<file path="src/rtl/leaf_stream_tx.sv">
// Leaf transmit path: frames user words into BFT packets, holds bounced packets, gates on credits.
// Latency: word acked at edge N is on dout in the following cycle when idle with credit available.
// Backpressure: ack drops when the ingress FIFO is full; LEAF_TX_STATS_EN adds sent/resend counters.
module leaf_stream_tx #(
  parameter int PACKET_BITS   = 49,
  parameter int PAYLOAD_BITS  = 32,
  parameter int NUM_LEAF_BITS = 5,
  parameter int NUM_PORT_BITS = 4,
  parameter int NUM_ADDR_BITS = 7,
  parameter int FIFO_DEPTH    = 4,
  parameter int MAX_CREDIT    = 128,
  parameter int CREDIT_PORT   = 0
) (
  input  logic                     clk_bft,
  input  logic                     reset_bft,
  input  logic [PAYLOAD_BITS-1:0]  din_leaf_user2interface,
  input  logic                     vld_user2interface,
  output logic                     ack_interface2user,
  input  logic [NUM_LEAF_BITS-1:0] dst_leaf,
  input  logic [NUM_PORT_BITS-1:0] dst_port,
  output logic [PACKET_BITS-1:0]   dout_leaf_interface2bft,
  input  logic                     resend,
  input  logic [PACKET_BITS-1:0]   din_leaf_bft2interface
`ifdef LEAF_TX_STATS_EN
  ,
  output logic [31:0]              pkt_sent_cnt,
  output logic [31:0]              resend_cnt
`endif
);

  localparam int AW = $clog2(FIFO_DEPTH);
  localparam int CW = $clog2(MAX_CREDIT + 1);
  localparam int SW = CW + 2;
  localparam int PORT_LSB = PAYLOAD_BITS + NUM_ADDR_BITS;
  localparam logic [SW-1:0] MAX_SUM = SW'(MAX_CREDIT);

  typedef enum logic [1:0] {IDLE, SEND, HOLD} state_t;

  state_t                   state_q, state_d;
  logic [PAYLOAD_BITS-1:0]  mem_q [FIFO_DEPTH];
  logic [PAYLOAD_BITS-1:0]  mem_d [FIFO_DEPTH];
  logic [AW-1:0]            wr_ptr_q, wr_ptr_d, rd_ptr_q, rd_ptr_d;
  logic [AW:0]              count_q, count_d;
  logic [CW-1:0]            credit_q, credit_d;
  logic [NUM_ADDR_BITS-1:0] seq_q, seq_d;
  logic [NUM_LEAF_BITS-1:0] dst_leaf_q, dst_leaf_d;
  logic [NUM_PORT_BITS-1:0] dst_port_q, dst_port_d;

  logic          fifo_full, push, busy, consume, ret_hit;
  logic [7:0]    ret_amt;
  logic [SW-1:0] credit_sum;

  always_comb begin
    fifo_full = (count_q == (AW + 1)'(FIFO_DEPTH));
    push      = vld_user2interface & ~fifo_full & ~reset_bft;
    busy      = (state_q != IDLE);
    consume   = busy & ~resend;
    ret_hit   = din_leaf_bft2interface[PACKET_BITS-1] &&
                (din_leaf_bft2interface[PORT_LSB +: NUM_PORT_BITS] == NUM_PORT_BITS'(CREDIT_PORT));
    ret_amt   = ret_hit ? din_leaf_bft2interface[7:0] : 8'd0;

    mem_d = mem_q;
    if (push) mem_d[wr_ptr_q] = din_leaf_user2interface;
    wr_ptr_d = wr_ptr_q + AW'(push);
    rd_ptr_d = rd_ptr_q + AW'(consume);
    count_d  = count_q + (AW + 1)'(push) - (AW + 1)'(consume);

    // Consume and return in the same cycle net out before saturating.
    credit_sum = SW'(credit_q) - SW'(consume) + SW'(ret_amt);
    credit_d   = (credit_sum > MAX_SUM) ? CW'(MAX_CREDIT) : credit_sum[CW-1:0];
    seq_d      = seq_q + NUM_ADDR_BITS'(consume);

    state_d    = state_q;
    dst_leaf_d = dst_leaf_q;
    dst_port_d = dst_port_q;
    if (!busy || consume) begin
      state_d = ((count_d != '0) && (credit_d != '0)) ? SEND : IDLE;
      // A new packet starts: latch its destination for the whole bounce sequence.
      if (state_d == SEND) begin
        dst_leaf_d = dst_leaf;
        dst_port_d = dst_port;
      end
    end else begin
      state_d = HOLD;
    end

    ack_interface2user      = push;
    dout_leaf_interface2bft = busy ? {1'b1, dst_leaf_q, dst_port_q, seq_q, mem_q[rd_ptr_q]}
                                   : '0;
  end

  always_ff @(posedge clk_bft or posedge reset_bft) begin
    if (reset_bft) begin
      state_q    <= IDLE;
      for (int i = 0; i < FIFO_DEPTH; i++) mem_q[i] <= '0;
      wr_ptr_q   <= '0;
      rd_ptr_q   <= '0;
      count_q    <= '0;
      credit_q   <= CW'(MAX_CREDIT);
      seq_q      <= '0;
      dst_leaf_q <= '0;
      dst_port_q <= '0;
    end else begin
      state_q    <= state_d;
      mem_q      <= mem_d;
      wr_ptr_q   <= wr_ptr_d;
      rd_ptr_q   <= rd_ptr_d;
      count_q    <= count_d;
      credit_q   <= credit_d;
      seq_q      <= seq_d;
      dst_leaf_q <= dst_leaf_d;
      dst_port_q <= dst_port_d;
    end
  end

`ifdef LEAF_TX_STATS_EN
  logic [31:0] pkt_sent_q, pkt_sent_d, resend_cnt_q, resend_cnt_d;

  always_comb begin
    pkt_sent_d   = pkt_sent_q + 32'(consume);
    resend_cnt_d = resend_cnt_q + 32'(busy & resend);
    pkt_sent_cnt = pkt_sent_q;
    resend_cnt   = resend_cnt_q;
  end

  always_ff @(posedge clk_bft or posedge reset_bft) begin
    if (reset_bft) begin
      pkt_sent_q   <= '0;
      resend_cnt_q <= '0;
    end else begin
      pkt_sent_q   <= pkt_sent_d;
      resend_cnt_q <= resend_cnt_d;
    end
  end
`endif

endmodule

</file>
<file path="config.mk">
export PLATFORM = sky130hd
export DESIGN_NAME = leaf_stream_tx
export DESIGN_NICKNAME = d
export VERILOG_FILES = /design/src/rtl/leaf_stream_tx.sv
export SDC_FILE = /design/constraint.sdc
export NUM_CORES = 1
export LEC_CHECK = 0
export CAP_MARGIN = 20
export CELL_PAD_IN_SITES_DETAIL_PLACEMENT = 2
export CELL_PAD_IN_SITES_GLOBAL_PLACEMENT = 2
export CORE_MARGIN = 3
export CORE_UTILIZATION = 37
export CTS_BUF_LIST = sky130_fd_sc_hd__clkbuf_4
export DETAILED_ROUTE_END_ITERATION = 10
export GPL_TIMING_DRIVEN = 0
export PLACE_DENSITY = 0.82
export SYNTH_ARGS = -nofsm -noshare
export SYNTH_HDL_FRONTEND = slang
export SYNTH_SLANG_ARGS = --single-unit
</file>
<file path="constraint.sdc">
create_clock -name clk_bft -period 6.7 [get_ports clk_bft]
set_input_delay 1.005 -clock clk_bft [delete_from_list [all_inputs] [get_ports clk_bft]]
set_output_delay 1.005 -clock clk_bft [all_outputs]
set_load 0.05 [all_outputs]
</file>
* Yosys cells after proc, flatten, opt, wreduce, memory -nomap -nowiden *
Index checks and enable logic that the tools add are counted.

storage, ports and cells
  register bits = 161
  memories kept = 0
  bits in latches = 0
  bits in writable memories = 0
  memory bits (read-only) = 0

operators by class
  shift operators = 0
  bitwise operators = 8
  $lt $le $gt $ge = 4
  reduce and logical (&&, ||, !) cells = 10
  equal/unequal tests = 2
  multiplexer cells = 11
  multipliers = 0
  $add $sub $neg = 7
  divide/modulo/power cells = 0

operators by type and width
  cell                                                                   number
  128-bit bitwise mux                                                    1
  32-bit 2-to-1 mux                                                      3
  32-bit binary-select mux with 2-bit select                             1
  32-bit demux with 2-bit select                                         1
  49-bit 2-to-1 mux                                                      1
  8-bit 2-to-1 mux                                                       2
  9-bit by 9-bit adder with 10-bit output                                1
  10-bit by 8-bit > comparator with 1-bit output, second input constant  1
  8-bit by 1-bit subtractor with 9-bit output                            1
  8-bit nonzero test                                                     1
  7-bit by 1-bit adder with 7-bit output                                 1
  3-bit >= comparator, second input constant                             2
  2-bit NOT with 3-bit output                                            2
  2-bit by 1-bit adder with 2-bit output                                 2
  4-bit zero test                                                        1
  3-bit by 1-bit adder with 3-bit output                                 1
  1-bit bitwise AND                                                      3
  3-bit == test, second input constant                                   1
  1-bit logical AND                                                      3
  3-bit by 1-bit < comparator with 1-bit output, second input constant   1
  1-bit NOT                                                              3
  3-bit nonzero test                                                     1
  3-bit by 1-bit subtractor with 3-bit output                            1
  2-bit 2-to-1 mux                                                       1
  other kinds (6)                                                        6

* Depth between registers and ports, before layout *
Gate-level depths: netlist of run 1.

  word-level depth = 11
  gate-level depth with buffers = 15
  gate-level depth less buffers = 14

* Worst setup path after synthesis of run 1 *
Ideal clock, no wire load.

  path kind = input-to-reg
  start = input port reset_bft
  end = register dst_leaf_q[0]
  stages on the path = 10
  library setup time = 0.125 ns
  required time = 6.575 ns
  setup slack = -0.566 ns
  arrival = 7.141 ns
  cells stage by stage = inv_1 o311a_1 ha_1 inv_1 fa_1 xnor2_1 xnor2_1 nor3_1 a211oi_4 mux2_2

on the way
  longest elaborated chain between the ends = 9

RTL lines
  what                                         RTL line  text
  start, declared                              15        input logic reset_bft,
  1-bit NOT                                    55        push = vld_user2interface & ~fifo_full & ~reset_bft;
  1-bit bitwise AND                            55
  named net ack_interface2user                 18        output logic ack_interface2user,
  3-bit by 1-bit adder with 3-bit output       66        count_d = count_q + (AW + 1)'(push) - (AW + 1)'(consume);
  3-bit by 1-bit subtractor with 3-bit output  66
  named net count_d[2]                         43        logic [AW:0] count_q, count_d;
  3-bit nonzero test                           77        state_d = ((count_d != '0) && (credit_d != '0)) ? SEND : IDLE;
  1-bit logical AND                            77
  1-bit 2-to-1 mux                             77
  1-bit == test                                79        if (state_d == SEND) begin
  2-bit AND reduction (no line)                n/a
  end signal, assigned                         111       dst_leaf_q <= dst_leaf_d;
  end, declared                                46        logic [NUM_LEAF_BITS-1:0] dst_leaf_q, dst_leaf_d;

The timed path passes the listed nets, and every way through them passes these cells.
A chain may end at the register's enable or synchronous reset.

* Worst setup path in the final report of run 1 *
  start = register state_q[1]
  end = register dst_port_q[3]

on the way
  longest elaborated chain between the ends = 11
  elaborated cells on any way between the ends = 15
  classes of those cells = add/sub: 3; order compare: 1; eq/ne: 1; mux: 2; bitwise: 1; reduce/logical: 7

RTL lines
  what                                            RTL line  text
  start, declared                                 39        state_t state_q, state_d;
  start signal, assigned                          104       state_q <= state_d;
  2-bit nonzero test *                            56        busy = (state_q != IDLE);
  1-bit bitwise AND                               57        consume = busy & ~resend;
  8-bit by 1-bit subtractor with 9-bit output     69        credit_sum = SW'(credit_q) - SW'(consume) + SW'(ret_amt);
  9-bit by 9-bit adder with 10-bit output         69
  10-bit by 8-bit > comparator with 1-bit output  70        credit_d = (credit_sum > MAX_SUM) ? CW'(MAX_CREDIT) : credit_sum[CW-1:0];
  8-bit 2-to-1 mux                                70
  8-bit nonzero test                              77
  1-bit logical AND                               77
  1-bit 2-to-1 mux                                77
  1-bit == test                                   79
  2-bit AND reduction (no line) *                 n/a
  end signal, assigned                            112       dst_port_q <= dst_port_d;
  end, declared                                   47        logic [NUM_PORT_BITS-1:0] dst_port_q, dst_port_d;

Every way passes the cells marked *; elsewhere a longest branch is shown, timed or not.

==> summary.txt, run 1 <==
Status - complete, no violations
Crit path max fanout - 10
Final Critical Period - 4680 ps
Peak supply drop - 0.300 mV
Crit path cell chain - or2_0 -> clkbuf_1 -> nor2b_1 -> ha_1 -> ha_1 -> nand2_1 -> xnor2_1 -> ha_1 -> or2_2 -> a41o_2 -> xnor2_1 -> a21boi_4 -> a211oi_4 -> mux2_2
Global route overflow - 0
Seq. cell area - 4030 sq um
Final setup violation count - 0
Part of the power in registers - 0.323
Netlist cell types - 39
FFs w/ async S/R, synth - 1.00
Max cap viols - 0
Worst Tran Pin Value - 925 ps
Post-synthesis cell count - 528
Area Growth Syn to Fin - 24.2%
Final #Nets - 771
Unrepaired setup endpoints after global routing - false
Port Buf Inserts - 107
Post-synth EDFFs - 0
CP Capture Type - register
Placer Congestion - 0.776
DR vias/cell - 5.07
CP max stage delay - 540 ps
Detailed placement HPWL - 14300 um
Share of layout cells above drive strength 1 - 0.330
Router iterations before antenna repair - 4
Max Slew Vio Count - 0
Post-CTS sizing - 0
R2r setup slk - 2020 ps
Wire length per cell - 20.6 um
Clk root buf - clkbuf_4
CP required - 7150 ps
Multi-input logic area - 3410 sq um
Filler cells - 1908
Final worst path period share - 0.698
Crit path from - state_q[1]
Routed wl met2 - 10300 um
CTS tree - built
Synth top area share - 0.527
Most frequent cell after synthesis - dfrtp_1
Die W - 149 um
Syn_nets - 640
Longest Clk Path Bufs - 2
H-tree depth - 4
Non-filler cells in the finished layout - 938
Fin util - 0.475
Residual DRC - 0
Site Rows - 51
Worst path most repeated cell - ha_1
Routed Antenna Nets - 0
Commonest register cell after synthesis - dfrtp_1
FF+latch count, synth - 161
Die H - 149 um
Peak Freq - 214 MHz
Pin count of the biggest net entering global routing - 38
Worst min-delay path class - register to register
Die area - 22300 sq um
Nature of the critical path startpoint - register
Post-CTS setup buffer count - 0
Syn avg cell area - 14.4 sq um
Detail Route met3 WL - 655 um
Global-route wire length before repair - 31900 um
Worst R2R Start - state_q[1]
Ys Warns - 0
Fin Setup TNS - 0 ps
Leading area contributor after synthesis - dfrtp_1
Net Sw Frac - 0.425
Critical path type - register to register
Clk_lat worst skew - 570 ps
Logic pwr share - 0.560
Worst min-delay path startpoint - seq_q[6]
Clk pwr share - 0.117
Hold Vio Cnt, Final - 0
Sw power - 2.25 mW
Hold_buf cts - 0
Relative slew slack - 0.382
Clk slew on worst S/H paths - 130 ps
Initial antenna violation count - 1
Synth top area cells - dfrtp_1 53%, mux2_2 20%, mux4_2 9.5%
Worst path slowest cell - a211oi_4
Num CTS Buffers - 17
GRT Overall Usage - 0.185
CORE AREA - 19800 sq um
Metal1 wirelength - 8200 um
Placed cell count - 905
Worst EP arrival - 5130 ps
# IOs - 144
Internal power - 3.05 mW
Initial core utilization - 0.383
PD cells - 562 nW/um^2
Via count of the routed design - 4753
Routed WL - 19300 um
Uppermost layer routed - met4
Seq/Total Area, Yosys - 0.530
Vias in the first global route - 5740
Power Total - 5.30 mW
Worst Clk Skew - 22.7 ps
Pleak - 3.97 nW
Mapped Area - 7600 sq um
DRT iter0 DRCs - 101
List of most frequent post-synthesis cells - 160 x dfrtp_1, 137 x mux2_2, 49 x and2_1
Num Clock Sinks - 161
-- routing by layer --
layer  vias to the layer above  track usage
met5                         -            0
met3                        14       0.0425
li1                       2146            -
met2                        74        0.333
met4                         0       0.0421
met1                      2519        0.227
-- worst max-delay path, delay by kind of cell, from the launching register on --
family	cells	cell delay, ps
mux	1	410
xor+xnor	2	360
flops	1	350
simple gates	4	1270
fa+ha+maj	3	810
compound gates	3	1000
buf+inv	1	370
-- cell type report --
class                   count  share of cell area
clock buffers              17              0.0135
flip-flops and latches    161               0.427
plain buffers              26              0.0115
repair buffers            112               0.126
well taps                 265              0.0351
inverters                  14             0.00597
diodes                      1            0.000265
clock inverters            15              0.0195
multi-input cells         327               0.361
-- power by group through the flow --
stage | combinational, mW | sequential [mW] | clock [mW]
2_1_floorplan | 2.16 | 1.63 | 0
3_3_place_gp | 2.89 | 1.67 | 0
3_5_place_dp | 3.01 | 1.74 | 0
4_1_cts | 3.03 | 1.72 | 0.645
5_1_grt | 3.18 | 1.78 | 0.689
6_report | 2.97 | 1.71 | 0.621
-- state kept, by name, summed over array words and instances (netlist names) --
signal      cells
dst_leaf_q      5
dst_port_q      4
mem_q         128
count_q         3
state_q         2
credit_q        8
rd_ptr_q        2
seq_q           7
wr_ptr_q        2
-- path summary, 6_finish.rpt --
check | depth (start not counted) | end
min reg2reg | 1 | seq_q[6]
min | 1 | seq_q[6]
min in group asynchronous | 2 | mem_q[92]
max in group asynchronous | 5 | dst_port_q[2]
max reg2reg | 14 | dst_port_q[3]
max | 14 | dst_port_q[3]
-- cells by family after synthesis --
family	after synthesis	share of synthesized area
and+or+nand+nor	102	0.0761
adders and majority gates	18	0.0316
muxes	169	0.298
AOI/OAI and AO/OA	17	0.0188
xor gates and xnor gates	21	0.0242
buffers and inverters	40	0.0212
DFF	161	0.530
-- cell usage in the layout (no fill, tap or decap), types with 3 or more instances in the layout --
master / count
mux2_2: 137
clkdlybuf4s50_1: 107
and2_1: 49
dfrtp_1: 160
clkbuf_4: 17
xor2_1: 9
clkbuf_1: 17
buf_12: 3
nand3_1: 6
a21oi_1: 3
nor2_1: 16
and3_1: 10
clkinv_4: 5
ha_1: 16
inv_6: 3
buf_2: 6
mux4_2: 32
bufinv_16: 3
inv_1: 13
xnor2_1: 12
nand2_1: 6
clkinvlp_4: 3
o21ai_0: 3
-- stage by stage --
step / setup WS (ps) / instance area [sq um] / hold WS, ps
after floorplan: 1010 / 7600 / 437
after global placement: -340 / 9010 / 456
after detailed placement: 1530 / 9120 / 463
after CTS: 1910 / 9430 / 481
after global routing: 1490 / 9440 / 523
final: 2020 / 9440 / 473
Note: power is estimated with default switching activity, not from simulation.
==> inputs of run 2 (changes only) <==
- CORE_UTILIZATION: 37 -> 34
- PLACE_DENSITY: 0.82 -> 0.79
- clock period: 6.7 -> 3.85 ns (I/O delays scaled with it)
==> run 2 against run 1 <==
  * Final area increased by 2.3%
  * Cell count is 1.7% higher
  * Worst setup slack worse by 1800 ps
  * Register-to-register slack got worse by 1800 ps
  * Highest routed layer is now met5
  * Critical path depth is the same
  * Core utilization down 3.4 points
  * Clock skew fell by 9.6 ps
  * Sequential power rose by 75%
==> summary.txt, run 2 (synthesized netlist as in run 1, its figures left out) <==
Vias in the first global route - 5786 (+0.80%)
Sw power - 3.96 mW (+76%)
Max reg flops - 128 (unchanged)
R2r setup slk - 190 ps (-1840 ps)
Clk_lat worst skew - 580 ps (about the same)
Final Critical Period - 3660 ps
Placement Setup Slack - -1040 ps (-2570 ps)
Placed cell count - 919 (+1.5%)
Pleak - 4.07 nW (+2.6%)
Clk pwr share - 0.127 (+0.010)
Net Sw Frac - 0.417 (-0.00745)
Num Clock Sinks - 161 (unchanged)
Area Growth Syn to Fin - 27.1%
Min Hold Slack - 417 ps (-56.3 ps)
Relative slew slack - 0.583 (+0.201)
Routed WL - 19900 um (+3.1%)
Final #Nets - 772 (+0.13%)
Worst min-delay path class - input port to async pin
Worst R2R Start - state_q[1]
Initial core utilization - 0.347 (-0.0358)
# IOs - 144 (unchanged)
Num CTS Buffers - 17 (unchanged)
Hold_buf cts - 0 (unchanged)
PD cells - 984 nW/um^2 (+75%)
Longest Clk Path Bufs - 2 (unchanged)
H-tree depth - 4 (unchanged)
Die area - 24200 sq um (+8.5%)
Clk slew on worst S/H paths - 140 ps (about the same)
Placer Congestion - 0.762 (-1.8%)
CP required - 4310 ps (-2840 ps)
Via count of the routed design - 4771 (+0.38%)
Critical path type - input port to register
Most frequent cells in the layout - 160 x dfrtp_1, 137 x mux2_2, 106 x clkdlybuf4s50_1
Initial antenna violation count - 2 (+1)
Site Rows - 54 (+5.9%)
Power Total - 9.50 mW (+79%)
Crit Reg-Reg Endpoint - dst_leaf_q[3]
Fin Setup TNS - 0 ps (unchanged)
Worst EP arrival - 4120 ps (-1010 ps)
CORE AREA - 21900 sq um (+10%)
Regs by FF count - mem_q (128), credit_q (8), seq_q (7)
Crit path from - din_leaf_bft2interface[40]
Internal power - 5.54 mW (+81%)
Status - complete, no violations
DRT iter0 DRCs - 133 (+32%)
Global-route wire length before repair - 32100 um (+0.71%)
Pin count of the biggest net entering global routing - 46 (+21%)
Global route overflow - 0 (unchanged)
Router iterations before antenna repair - 4 (unchanged)
Residual DRC - 0 (unchanged)
Share of layout cells above drive strength 1 - 0.373 (+0.0426)
Final worst path period share - 0.951
Peak Freq - 273 MHz
Crit path max fanout - 10 (unchanged)
Final setup violation count - 0 (unchanged)
Biggest register - mem_q
Wire length per cell - 20.9 um (+1.4%)
FF-to-FF path depth - 14 (unchanged)
CTS tree - built
DR vias/cell - 5.00 (-1.3%)
Detailed placement HPWL - 14500 um (+1.2%)
Part of the power in registers - 0.316 (-0.007)
Peak supply drop - 0.423 mV (+41%)
Non-filler cells in the finished layout - 954 (+1.7%)
Nature of the critical path startpoint - input port
Max cap viols - 0 (unchanged)
Logic pwr share - 0.557 (-0.003)
Worst Tran Pin Value - 620 ps (-305 ps)
Die H - 156 um (+4.1%)
Worst Clk Skew - 13.0 ps (-9.63 ps)
CP Capture Type - register
Die W - 156 um (+4.1%)
Hold Vio Cnt, Final - 0 (unchanged)
GRT Overall Usage - 0.172 (-0.0132)
PnR worst setup slack - 189 ps (-1840 ps)
Clk root buf - clkbuf_4
Port Buf Inserts - 107 (unchanged)
Routed Antenna Nets - 0 (unchanged)
Max Slew Vio Count - 0 (unchanged)
Commonest non-fill, non-tap cell in the layout - dfrtp_1
## run 2: cell count changes in the layout (fill, tap and decap cells not counted), moves of 4 or more
| cell | change |
|---|---|
| clkbuf_8 | +6 |
| clkbuf_2 | +4 |
| clkinv_4 | -4 |
| clkbuf_1 | -11 |
| buf_4 | +4 |
## run 2: worst max path at each step
stage                          to  slack (ps)
floorplan           dst_leaf_q[0]       -1270
global placement    dst_port_q[2]       -2700
detailed placement  dst_leaf_q[0]       -1040
CTS                 dst_port_q[0]          20
global route        dst_port_q[0]         -20
finish              dst_leaf_q[3]         190
## run 2: layer usage
layer  share of wire  vias up  wire length [um]  track usage
met4           0.013        2               266       0.0446
met5         0.00055        -                11            0
li1                -     2147                 -            -
met3           0.041       18               818       0.0470
met2            0.53       80             10500        0.308
met1            0.42     2524              8280        0.205
## run 2: critical path: stages
cell and delay (ps):
clkdlybuf4s50_1 410, nor4_2 600, and3_1 250, ha_1 190, inv_1 60, fa_1 400
nand2b_1 200, a211oi_2 240, o211ai_1 160, nand3_1 160, a21boi_4 90, a211oi_4 280
buf_12 170, mux2_2 340
## run 2: area by class of cell
class                           count  area, sq um
Fill cell                        2122        12200
Sequential cell                   161         4030
Multi-Input combinational cell    327         3490
Timing Repair Buffer              114         1200
Tap cell                          280          350
Clock inverter                     14          211
Buffer                             25          180
Clock buffer                       18          135
Inverter                           14         56.3
Antenna cell                        1         2.50
## run 2: timing repair
item                                    in CTS  in global routing
pin swaps                                    1                  1
resized for setup                           16                  6
endpoints found under the setup margin      24                 25
buffers inserted                             2                  1
## run 2: metrics by stage
stage	cell area, sq um	utilization
after floorplan	7700	-
after global placement	9120	0.416
after detailed placement	9210	0.420
after CTS	9640	0.440
after global routing	9660	0.441
final	9660	0.441
## run 2: power by group through the flow
stage / clock network (mW) / logic, mW / registers, mW
after floorplan: 0 / 3.80 / 2.84
after global placement: 0 / 5.07 / 2.92
after detailed placement: 0 / 5.28 / 3.04
after CTS: 1.26 / 5.39 / 3.01
after global routing: 1.34 / 5.65 / 3.11
final: 1.21 / 5.29 / 3.00
